<file path="config.mk">
export PLATFORM = sky130hd
export DESIGN_NAME = regfile_dump
export DESIGN_NICKNAME = d
export VERILOG_FILES = /design/src/rtl/regfile_dump.sv
export SDC_FILE = /design/constraint.sdc
export NUM_CORES = 1
export LEC_CHECK = 0
export CELL_PAD_IN_SITES_DETAIL_PLACEMENT = 1
export CELL_PAD_IN_SITES_GLOBAL_PLACEMENT = 1
export CORE_ASPECT_RATIO = 0.9
export CORE_MARGIN = 8
export CORE_UTILIZATION = 29
export CTS_CLUSTER_DIAMETER = 40
export CTS_CLUSTER_SIZE = 28
export DETAILED_ROUTE_END_ITERATION = 7
export GPL_TIMING_DRIVEN = 0
export PLACE_DENSITY_LB_ADDON = 0.12
export RECOVER_POWER = 25
export SLEW_MARGIN = 20
export SYNTH_ARGS = -nofsm -noshare
export SYNTH_HDL_FRONTEND = slang
export SYNTH_SLANG_ARGS = --single-unit
export TNS_END_PERCENT = 100
</file>
<file path="constraint.sdc">
create_clock -name clock_i -period 1.84 [get_ports clock_i]
set_input_delay 0.46 -clock clock_i [delete_from_list [all_inputs] [get_ports clock_i]]
set_output_delay 0.46 -clock clock_i [all_outputs]
set_load 0.03 [all_outputs]
</file>
<file path="src/rtl/regfile_dump.sv">
// Debug sequencer for the register file: clears every register through the write port,
// or dumps each register over a valid/ready stream, on a one-cycle start command.
module regfile_dump #(
  parameter int NUM_REGS = 32,
  parameter int ADDR_W   = 6,
  parameter int DATA_W   = 32
) (
  input  logic              clock_i,
  input  logic              reset_i,
  input  logic              start_i,
  input  logic              mode_i,
  output logic              busy_o,
  output logic              done_o,
  output logic [ADDR_W-1:0] rf_raddr_o,
  input  logic [DATA_W-1:0] rf_rdata_i,
  output logic              rf_we_o,
  output logic [ADDR_W-1:0] rf_waddr_o,
  output logic [DATA_W-1:0] rf_wdata_o,
  output logic              out_valid_o,
  input  logic              out_ready_i,
  output logic [ADDR_W-1:0] out_addr_o,
  output logic [DATA_W-1:0] out_data_o
);

  typedef enum logic [2:0] {
    S_IDLE   = 3'd0,
    S_CLEAR  = 3'd1,
    S_READ   = 3'd2,
    S_SEND   = 3'd3,
    S_FINISH = 3'd4
  } state_t;

  localparam logic [ADDR_W-1:0] LAST_IDX = ADDR_W'(NUM_REGS - 1);

  state_t            state_q, state_d;
  logic [ADDR_W-1:0] idx_q, idx_d;
  logic [ADDR_W-1:0] out_addr_q, out_addr_d;
  logic [DATA_W-1:0] out_data_q, out_data_d;
  logic              last_s;

  assign last_s = (idx_q == LAST_IDX);

  // State, index and captured beat registers
  always_ff @(posedge clock_i or posedge reset_i) begin
    if (reset_i) begin
      state_q    <= S_IDLE;
      idx_q      <= '0;
      out_addr_q <= '0;
      out_data_q <= '0;
    end else begin
      state_q    <= state_d;
      idx_q      <= idx_d;
      out_addr_q <= out_addr_d;
      out_data_q <= out_data_d;
    end
  end

  // Next-state and index sequencing; the beat is captured in READ and held through SEND
  always_comb begin
    state_d    = state_q;
    idx_d      = idx_q;
    out_addr_d = out_addr_q;
    out_data_d = out_data_q;
    case (state_q)
      S_IDLE: begin
        if (start_i) begin
          idx_d   = '0;
          state_d = mode_i ? S_CLEAR : S_READ;
        end else begin
          state_d = S_IDLE;
        end
      end
      S_CLEAR: begin
        if (last_s) begin
          state_d = S_FINISH;
        end else begin
          idx_d = idx_q + ADDR_W'(1);
        end
      end
      S_READ: begin
        out_addr_d = idx_q;
        out_data_d = rf_rdata_i;
        state_d    = S_SEND;
      end
      S_SEND: begin
        if (out_ready_i) begin
          if (last_s) begin
            state_d = S_FINISH;
          end else begin
            idx_d   = idx_q + ADDR_W'(1);
            state_d = S_READ;
          end
        end else begin
          state_d = S_SEND;
        end
      end
      S_FINISH: begin
        state_d = S_IDLE;
      end
      default: begin
        state_d = S_IDLE;
      end
    endcase
  end

  // Outputs are pure decodes of registered state, so reset clears them immediately
  always_comb begin
    busy_o      = (state_q != S_IDLE);
    done_o      = (state_q == S_FINISH);
    rf_we_o     = (state_q == S_CLEAR);
    out_valid_o = (state_q == S_SEND);
    rf_raddr_o  = idx_q;
    rf_waddr_o  = idx_q;
    rf_wdata_o  = '0;
    out_addr_o  = out_addr_q;
    out_data_o  = out_data_q;
  end

endmodule

</file>
==> results.ini, run 1 <==
[status]
outcome=complete, no violations

[grt]
grt_pass1_wl_um=9740
grt.busiest_layer=met2
grt_max_degree=25
overflow=0
grt_use_met1_pct=12.6
met3_usage_pct=5.30
track_usage_pct=11.4
antenna_found_initial=0
first_global_vias=1816
grt_use_met2_pct=19.3

[power]
leakage_nw=1.91
vdd_drop_max_mv=0.702
power_mw=6.33
power-per-cell-area_nw_per_um2=1750

[synth]
synth_area_sq_um=2250
synth_seq_cells=47
synth_top_cell_area_share_pct=52.4
synthTopCellsByCount=dfrtp_1, buf_4, mux2_2
synth_edf_count=0
yosysMostFrequentCell=dfrtp_1
synth.distinct_cells=30
synth_warnings=0
syn_inst=174
synth_area_leaders=dfrtp_1, mux2_2, buf_4
avgSynthCellArea_sq_um=12.9
yosys.area.top_type=dfrtp_1
ys_seq_area_share_pct=52.4
synth_ff_type=dfrtp_1
synthArstFlopShare_pct=100

[finish]
final_util_pct=48.0
antenna_cells=0
drive_gt1_share_pct=35.3
multi_input_area_sq_um=848
area_growth_pct=61.3
nets=343
final_area_sq_um=3620
nFillCells=849
regArea_sq_um=1180

[detailed_routing]
drt_iter0_drc=11
first_pass_iters=4
routed_wl_um=6030
antenna_left=0
vias=1638
routedWlPerCell_um=15.0
via_per_inst=4.07
drc=0

[timing]
worst_slack_ns=0.0469
fmax_ghz=0.558
clock_skew_ns=0.00767
slew_headroom_pct=34.0
drv_slew=0
finalHoldViolations=0
period_share_pct=97.5
setup_viol=0
rsz0062_at_grt=no
period_minus_slack_ns=1.79
worst_pin_slew_ns=0.989

[clock_tree]
cts_max_level=2
cts_tree=built
clk_pin_slew_worst_paths_ns=0.08
cts-buffers-inserted=5
clock-root-buffer=clkbuf_8
worstSkewPairLatency_ns=0.30
clockBufferDepth=2
cts.sinks=47

[critical_path]
critPathSlowestCell=clkdlybuf4s50_1
worst_path_largest_cell_delay_ns=0.68
cp.depth=1
end_kind=primary output
r2r_cells=5
path_class=reg -> out
critPathLaunchType=flip-flop
critPathRequiredTime_ns=1.38
path_delay_family=buffers and inverters
crit_fanout=2
cp.arrival_ns=1.33
cp_num_buf_inv=1
cp_cell_sequence=clkdlybuf4s50_1

[floorplan]
rows=30
die_w_um=109
ios=123
dieArea_sq_um=10800
fp.dieH_um=99.5
core-area_sq_um=7540
initial_utilization_pct=29.8

[placement]
port_buffers=90
placed_area_sq_um=3400
dp_slack_ns=-0.144
dp_hpwl_um=4880
place_congestion=0.688

[flow_run]
drv_cap=0

[worst_hold_path]
hold-path-cell-count=1
hp-class=reg -> reg

-- layer usage --
metal  part of all wire [%]  vias to the layer above  routed length, um
met1                     39                      782               2340
met2                     50                       69               3020
met4                   0.63                        0                 38
met5                      0                        -                  0
met3                     10                        4                627
li1                       -                      783                  -
-- report_power, final --
part	switching, mW	internal (mW)	total, mW
Combinational	1.98	1.62	3.61
Sequential	0.300	1.53	1.83
Clock	0.353	0.542	0.894
-- metrics by stage --
stage               cells  hold WS, ns  TNS, ns
floorplan             205        0.503        0
global placement      391        0.489   -38.08
detailed placement    392        0.495   -0.354
CTS                   400        0.517  -0.0337
global route          402        0.527        0
finish                402        0.506        0
-- area by class of cell --
cell class,count,share of cell area [%]
Buffer,44,9.67
Inverter,4,0.414
Clock buffer,5,1.90
Sequential cell,47,32.5
Timing Repair Buffer,93,26.9
Multi-Input combinational cell,110,23.4
Clock inverter,3,1.86
Tap cell,96,3.31
-- cell families after synthesis --
group | after synthesis | synth area share, %
buf+inv | 48 | 16.0
other cells | 1 | 0.167
simple gates | 27 | 7.19
mux | 41 | 20.4
flops | 47 | 52.4
compound gates | 9 | 3.34
fa+ha+maj | 1 | 0.557
-- worst reg2reg max path, stage by stage (launching register included) --
cell	delay, ns
dfrtp_1	0.45
ha_1	0.22
nand2_1	0.10
or3_4	0.43
a221oi_2	0.28
a311oi_1	0.08
-- final timing paths --
| kind | to | slack [ns] | start |
|---|---|---|---|
| max | out_data_o[13] | 0.05 | out_data_o[13]$_DFFE_PP0N_ |
| min | out_data_o[21]$_DFFE_PP0N_ | 0.51 | out_data_o[21]$_DFFE_PP0N_ |
| max reg2reg | state_q[0]$_DFFE_PP0P_ | 0.15 | rf_raddr_o[1]$_DFFE_PP0P_ |
| min reg2reg | out_data_o[21]$_DFFE_PP0N_ | 0.51 | out_data_o[21]$_DFFE_PP0N_ |
| max in group asynchronous | rf_raddr_o[5]$_DFFE_PP0P_ | 0.34 | reset_i |
| min in group asynchronous | out_data_o[7]$_DFFE_PP0N_ | 0.83 | reset_i |
-- layout by cell type, fill, tap and decap left out, types with 2 or more instances in the layout --
master           synthesis  routed
clkdlybuf4s50_1          0      46
inv_1                    4       4
a311oi_1                 2       2
and2_1                   3       3
mux2i_1                  3       3
a21oi_1                  2       2
buf_2                    2       3
nor3_1                   3       2
dlygate4sd2_1            0      11
dlymetal6s2s_1           0      27
dfrtp_1                 47      45
buf_6                    1       2
dfrtp_2                  0       2
clkbuf_8                 0       5
buf_4                   39      42
nor2_1                   3       3
bufinv_16                0       2
nor2b_2                  1       2
nand3_1                  2       2
mux2_2                  38      38
conb_1                   1      32
buf_8                    2       2
nand2_1                  7       7
-- flip-flops by register name, summed over array words and instances (netlist names) --
name and count:
out_addr_o 6, rf_raddr_o 6, out_data_o 32, state_q 3
-- what timing repair did --
item                       CTS  global route
setup endpoints to repair   16            33
hold buffers                 0             0
gates resized for setup     32            42
setup buffers                0             2
Power figures use the tool's default switching activity.
==> run 2: changes to the inputs <==
--- a/config.mk
+++ b/config.mk
@@ -16,6 +16,7 @@
 export GPL_TIMING_DRIVEN = 0
 export PLACE_DENSITY_LB_ADDON = 0.12
 export RECOVER_POWER = 25
+export SKIP_LAST_GASP = 1
 export SLEW_MARGIN = 20
 export SYNTH_ARGS = -nofsm -noshare
 export SYNTH_HDL_FRONTEND = slang
==> results.ini, run 2 (synthesis gave the netlist of run 1 again) <==
[detailed_routing]
drc=0
vias=1637
first_pass_iters=4
via_per_inst=4.07
routedWlPerCell_um=14.9
drt_iter0_drc=18
antenna_left=0
routed_wl_um=5990

[clock_tree]
worstSkewPairLatency_ns=0.30
cts_tree=built
clock-root-buffer=clkbuf_8
cts_max_level=2
cts-buffers-inserted=5
cts_hold_buf=0
cts.sinks=47
clockBufferDepth=2
clk_pin_slew_worst_paths_ns=0.08

[floorplan]
fp.dieH_um=99.5
ios=123
initial_utilization_pct=29.8
core-area_sq_um=7540
die_w_um=109
rows=30
dieArea_sq_um=10800

[timing]
drv_slew=0
finalHoldViolations=0
setup_viol=0
holdWs_ns=0.506
slew_headroom_pct=34.1
period_share_pct=97.5
clock_skew_ns=0.00687
fmax_ghz=0.558
period_minus_slack_ns=1.79
worst_pin_slew_ns=0.988

[worst_hold_path]
hp-class=reg -> reg
hp-start=out_data_o[21]$_DFFE_PP0N_

[power]
sequentialPowerShare_pct=29.0
p_clk_share_pct=14.2
switching_power_mw=2.62
leakage_nw=1.91
internal-power_mw=3.68
power-per-cell-area_nw_per_um2=1750
p_comb_share_pct=56.8
vdd_drop_max_mv=0.702
switching_share_pct=41.6

[finish]
nFillCells=843
nets=343
final_area_sq_um=3610
mostFrequentLayoutCells=clkdlybuf4s50_1, dfrtp_1, buf_4
area_growth_pct=60.6
largest_register_ff_count=32
drive_gt1_share_pct=35.3
layout_commonest_cell=clkdlybuf4s50_1
antenna_cells=0

[placement]
port_buffers=90
dp_hpwl_um=4880
place_congestion=0.688
placed_area_sq_um=3400

[critical_path]
cp.arrival_ns=1.33
cp-startpoint=out_data_o[13]$_DFFE_PP0N_
critPathLaunchType=flip-flop
worst_path_largest_cell_delay_ns=0.68
r2r-start=rf_raddr_o[1]$_DFFE_PP0P_
crit_fanout=2
end_kind=primary output
cp_cell_sequence=clkdlybuf4s50_1
critPathSlowestCell=clkdlybuf4s50_1
path_delay_family=buffers and inverters
path_class=reg -> out
critPathRequiredTime_ns=1.38
cp_num_buf_inv=1

[grt]
grt_max_degree=25
track_usage_pct=11.4
grt_pass1_wl_um=9720
first_global_vias=1814
antenna_found_initial=0
overflow=0

[flow_run]
drv_cap=0

[status]
outcome=complete, no violations

-- run 2: changes by cell type in the layout (fill, tap and decap cells not counted) --
cell	change
nand2b_2	+1
buf_6	-1
clkbuf_2	+1
nand2b_4	-1
nor3_4	-1
nor3_2	+1
-- run 2: worst paths after layout --
path,to,slack [ns],cells past startpoint
max,out_data_o[13],0.05,1
min,out_data_o[21]$_DFFE_PP0N_,0.51,1
max reg2reg,state_q[0]$_DFFE_PP0P_,0.17,5
min reg2reg,out_data_o[21]$_DFFE_PP0N_,0.51,1
max in group asynchronous,rf_raddr_o[5]$_DFFE_PP0P_,0.34,2
min in group asynchronous,out_data_o[7]$_DFFE_PP0N_,0.83,2
-- run 2: per-layer routing --
metal | track usage (%) | vias to the layer above | share of wire (%)
li1 | - | 783 | -
met1 | 12.6 | 781 | 39
met2 | 19.2 | 69 | 50
met3 | 5.30 | 4 | 10
met4 | 2.84 | 0 | 0.63
met5 | 0 | - | 0
-- run 2: what timing repair did --
action,in CTS,in global routing
setup endpoints to repair,16,33
gates resized for setup,23,43
cloned,0,0
setup buffers,0,2
-- run 2: layout make-up --
cell class              instances  area [sq um]  area share, %
plain buffers                  44           347           9.61
clock buffers                   5          68.8           1.91
clock inverters                 3          67.6           1.87
inverters                       4          15.0          0.416
multi-input cells             110           837           23.2
flip-flops and latches         47          1180           32.7
well taps                      96           120           3.33
repair buffers                 93           972           27.0
-- run 2: metrics by stage --
stage | instances | power (mW) | TNS [ns] | util, % | setup slack, ns
floorplan | 205 | 4.13 | 0 | - | 0.0941
global placement | 391 | 5.57 | -38.08 | 44.8 | -0.806
detailed placement | 392 | 5.64 | -0.354 | 45.1 | -0.144
CTS | 400 | 6.46 | -0.389 | 46.6 | -0.218
global route | 402 | 6.70 | -0.00561 | 47.8 | -0.00561
finish | 402 | 6.30 | 0 | 47.8 | 0.0469
-- run 2: power by group through the flow --
stage	Sequential, mW	Combinational, mW	Clock (mW)
finish	1.83	3.58	0.893
global route	1.92	3.80	0.975
global placement	1.84	3.73	0
detailed placement	1.87	3.77	0
floorplan	2.79	1.33	0
CTS	1.85	3.67	0.938
==> run 3: changes to the inputs <==
--- a/config.mk
+++ b/config.mk
@@ -16,6 +16,7 @@
 export GPL_TIMING_DRIVEN = 0
 export PLACE_DENSITY_LB_ADDON = 0.12
 export RECOVER_POWER = 25
+export SKIP_CTS_REPAIR_TIMING = 1
 export SKIP_LAST_GASP = 1
 export SLEW_MARGIN = 20
 export SYNTH_ARGS = -nofsm -noshare
==> results.ini, run 3 (synthesis gave the netlist of run 1 again) <==
[finish]
largest_register_ff_count=32
layout_commonest_cell=clkdlybuf4s50_1
antenna_cells=0
regArea_sq_um=1180
multi_input_area_sq_um=841
area_growth_pct=61.8
mostFrequentLayoutCells=clkdlybuf4s50_1, dfrtp_1, buf_4
drive_gt1_share_pct=34.2
nets=341
nFillCells=833

[power]
switching_share_pct=41.2
internal-power_mw=3.74
leakage_nw=2.03
vdd_drop_max_mv=0.702
sequentialPowerShare_pct=28.7
power_mw=6.37
p_comb_share_pct=57.3
power-per-cell-area_nw_per_um2=1750
p_clk_share_pct=14.0
switching_power_mw=2.63

[detailed_routing]
first_pass_iters=4
routed_wl_um=6000
routedWlPerCell_um=15.0
vias=1634
drc=0
drt_iter0_drc=24
antenna_left=0
via_per_inst=4.09

[placement]
dp_hpwl_um=4880
port_buffers=90
dp_slack_ns=-0.144
place_congestion=0.688

[clock_tree]
clockBufferDepth=2
cts-buffers-inserted=5
cts_tree=built
worstSkewPairLatency_ns=0.30
clk_pin_slew_worst_paths_ns=0.09
cts_max_level=2
clock-root-buffer=clkbuf_8
cts.sinks=47

[floorplan]
fp.dieH_um=99.5
initial_utilization_pct=29.8
dieArea_sq_um=10800
ios=123
die_w_um=109
core-area_sq_um=7540
rows=30

[timing]
fmax_ghz=0.522
period_share_pct=104
drv_slew=0
holdWs_ns=0.506
clock_skew_ns=0.00687
setup_viol=1
period_minus_slack_ns=1.92
finalHoldViolations=0
worst_slack_ns=-0.0766
rsz0062_at_grt=yes
worst_pin_slew_ns=0.935
slew_headroom_pct=37.6

[status]
outcome=finished with violations
violations=setup timing

[grt]
grt_max_degree=25
grt_pass1_wl_um=9700
overflow=0
antenna_found_initial=0
first_global_vias=1814
track_usage_pct=11.4

[flow_run]
drv_cap=0

[critical_path]
crit_fanout=7
end_kind=primary output
critPathLaunchType=flip-flop
critPathRequiredTime_ns=1.38
cp.arrival_ns=1.46
path_class=reg -> out

[worst_hold_path]
hp-class=reg -> reg

run 3: changes by cell type in the layout (fill, tap and decap cells not counted), sizes merged:
| cell | change |
|---|---|
| buf | -3 |
| dlymetal6s2s | +13 |
| clkdlybuf4s15 | -1 |
| dlygate4sd2 | -11 |
run 3: layout make-up:
class                           instances  share of cell area, %
Multi-Input combinational cell        110                   23.1
Inverter                                4                  0.413
Buffer                                 44                   9.54
Clock buffer                            5                   1.89
Sequential cell                        47                   32.4
Clock inverter                          3                   1.86
Tap cell                               96                   3.31
Timing Repair Buffer                   91                   27.4
run 3: per-layer routing:
metal	global-route usage [%]	share of wire [%]	up-vias
met2	19.2	50	69
met4	2.84	0.63	0
met5	0	0	-
met1	12.5	39	783
li1	-	-	778
met3	5.30	11	4
run 3: through the flow:
stage               setup TNS (ns)  area, sq um  utilization (%)  cells
floorplan                        0         2360                -    205
global route                 -1.11         3630             48.2    400
detailed placement          -0.354         3400             45.1    392
finish                     -0.0766         3630             48.2    400
global placement            -38.08         3380             44.8    391
CTS                          -3.69         3540             46.9    400
run 3: worst max-delay path: stages (launching register included):
cell and delay, ns:
dfrtp_2 0.48, nand2b_1 0.27, nor2_1 0.12, dlymetal6s2s_1 0.30
run 3: power by group through the flow:
stage,Combinational [mW],Sequential [mW],Clock (mW)
floorplan,1.33,2.79,0
global placement,3.73,1.84,0
detailed placement,3.77,1.87,0
CTS,3.77,1.85,0.938
global route,3.87,1.92,0.975
finish,3.65,1.83,0.893
run 3: worst paths after layout:
| kind | start | end | slack [ns] | cells after the start |
|---|---|---|---|---|
| setup / recovery | state_q[2]$_DFFE_PP0P_ | rf_we_o | -0.08 | 3 |
| hold / removal | out_data_o[21]$_DFFE_PP0N_ | out_data_o[21]$_DFFE_PP0N_ | 0.51 | 1 |
| setup reg to reg | rf_raddr_o[0]$_DFFE_PP0P_ | state_q[0]$_DFFE_PP0P_ | 0.17 | 5 |
| min in group asynchronous | reset_i | out_data_o[6]$_DFFE_PP0N_ | 0.80 | 2 |
| max in group asynchronous | reset_i | out_data_o[15]$_DFFE_PP0N_ | 0.17 | 3 |
| hold reg to reg | out_data_o[21]$_DFFE_PP0N_ | out_data_o[21]$_DFFE_PP0N_ | 0.51 | 1 |
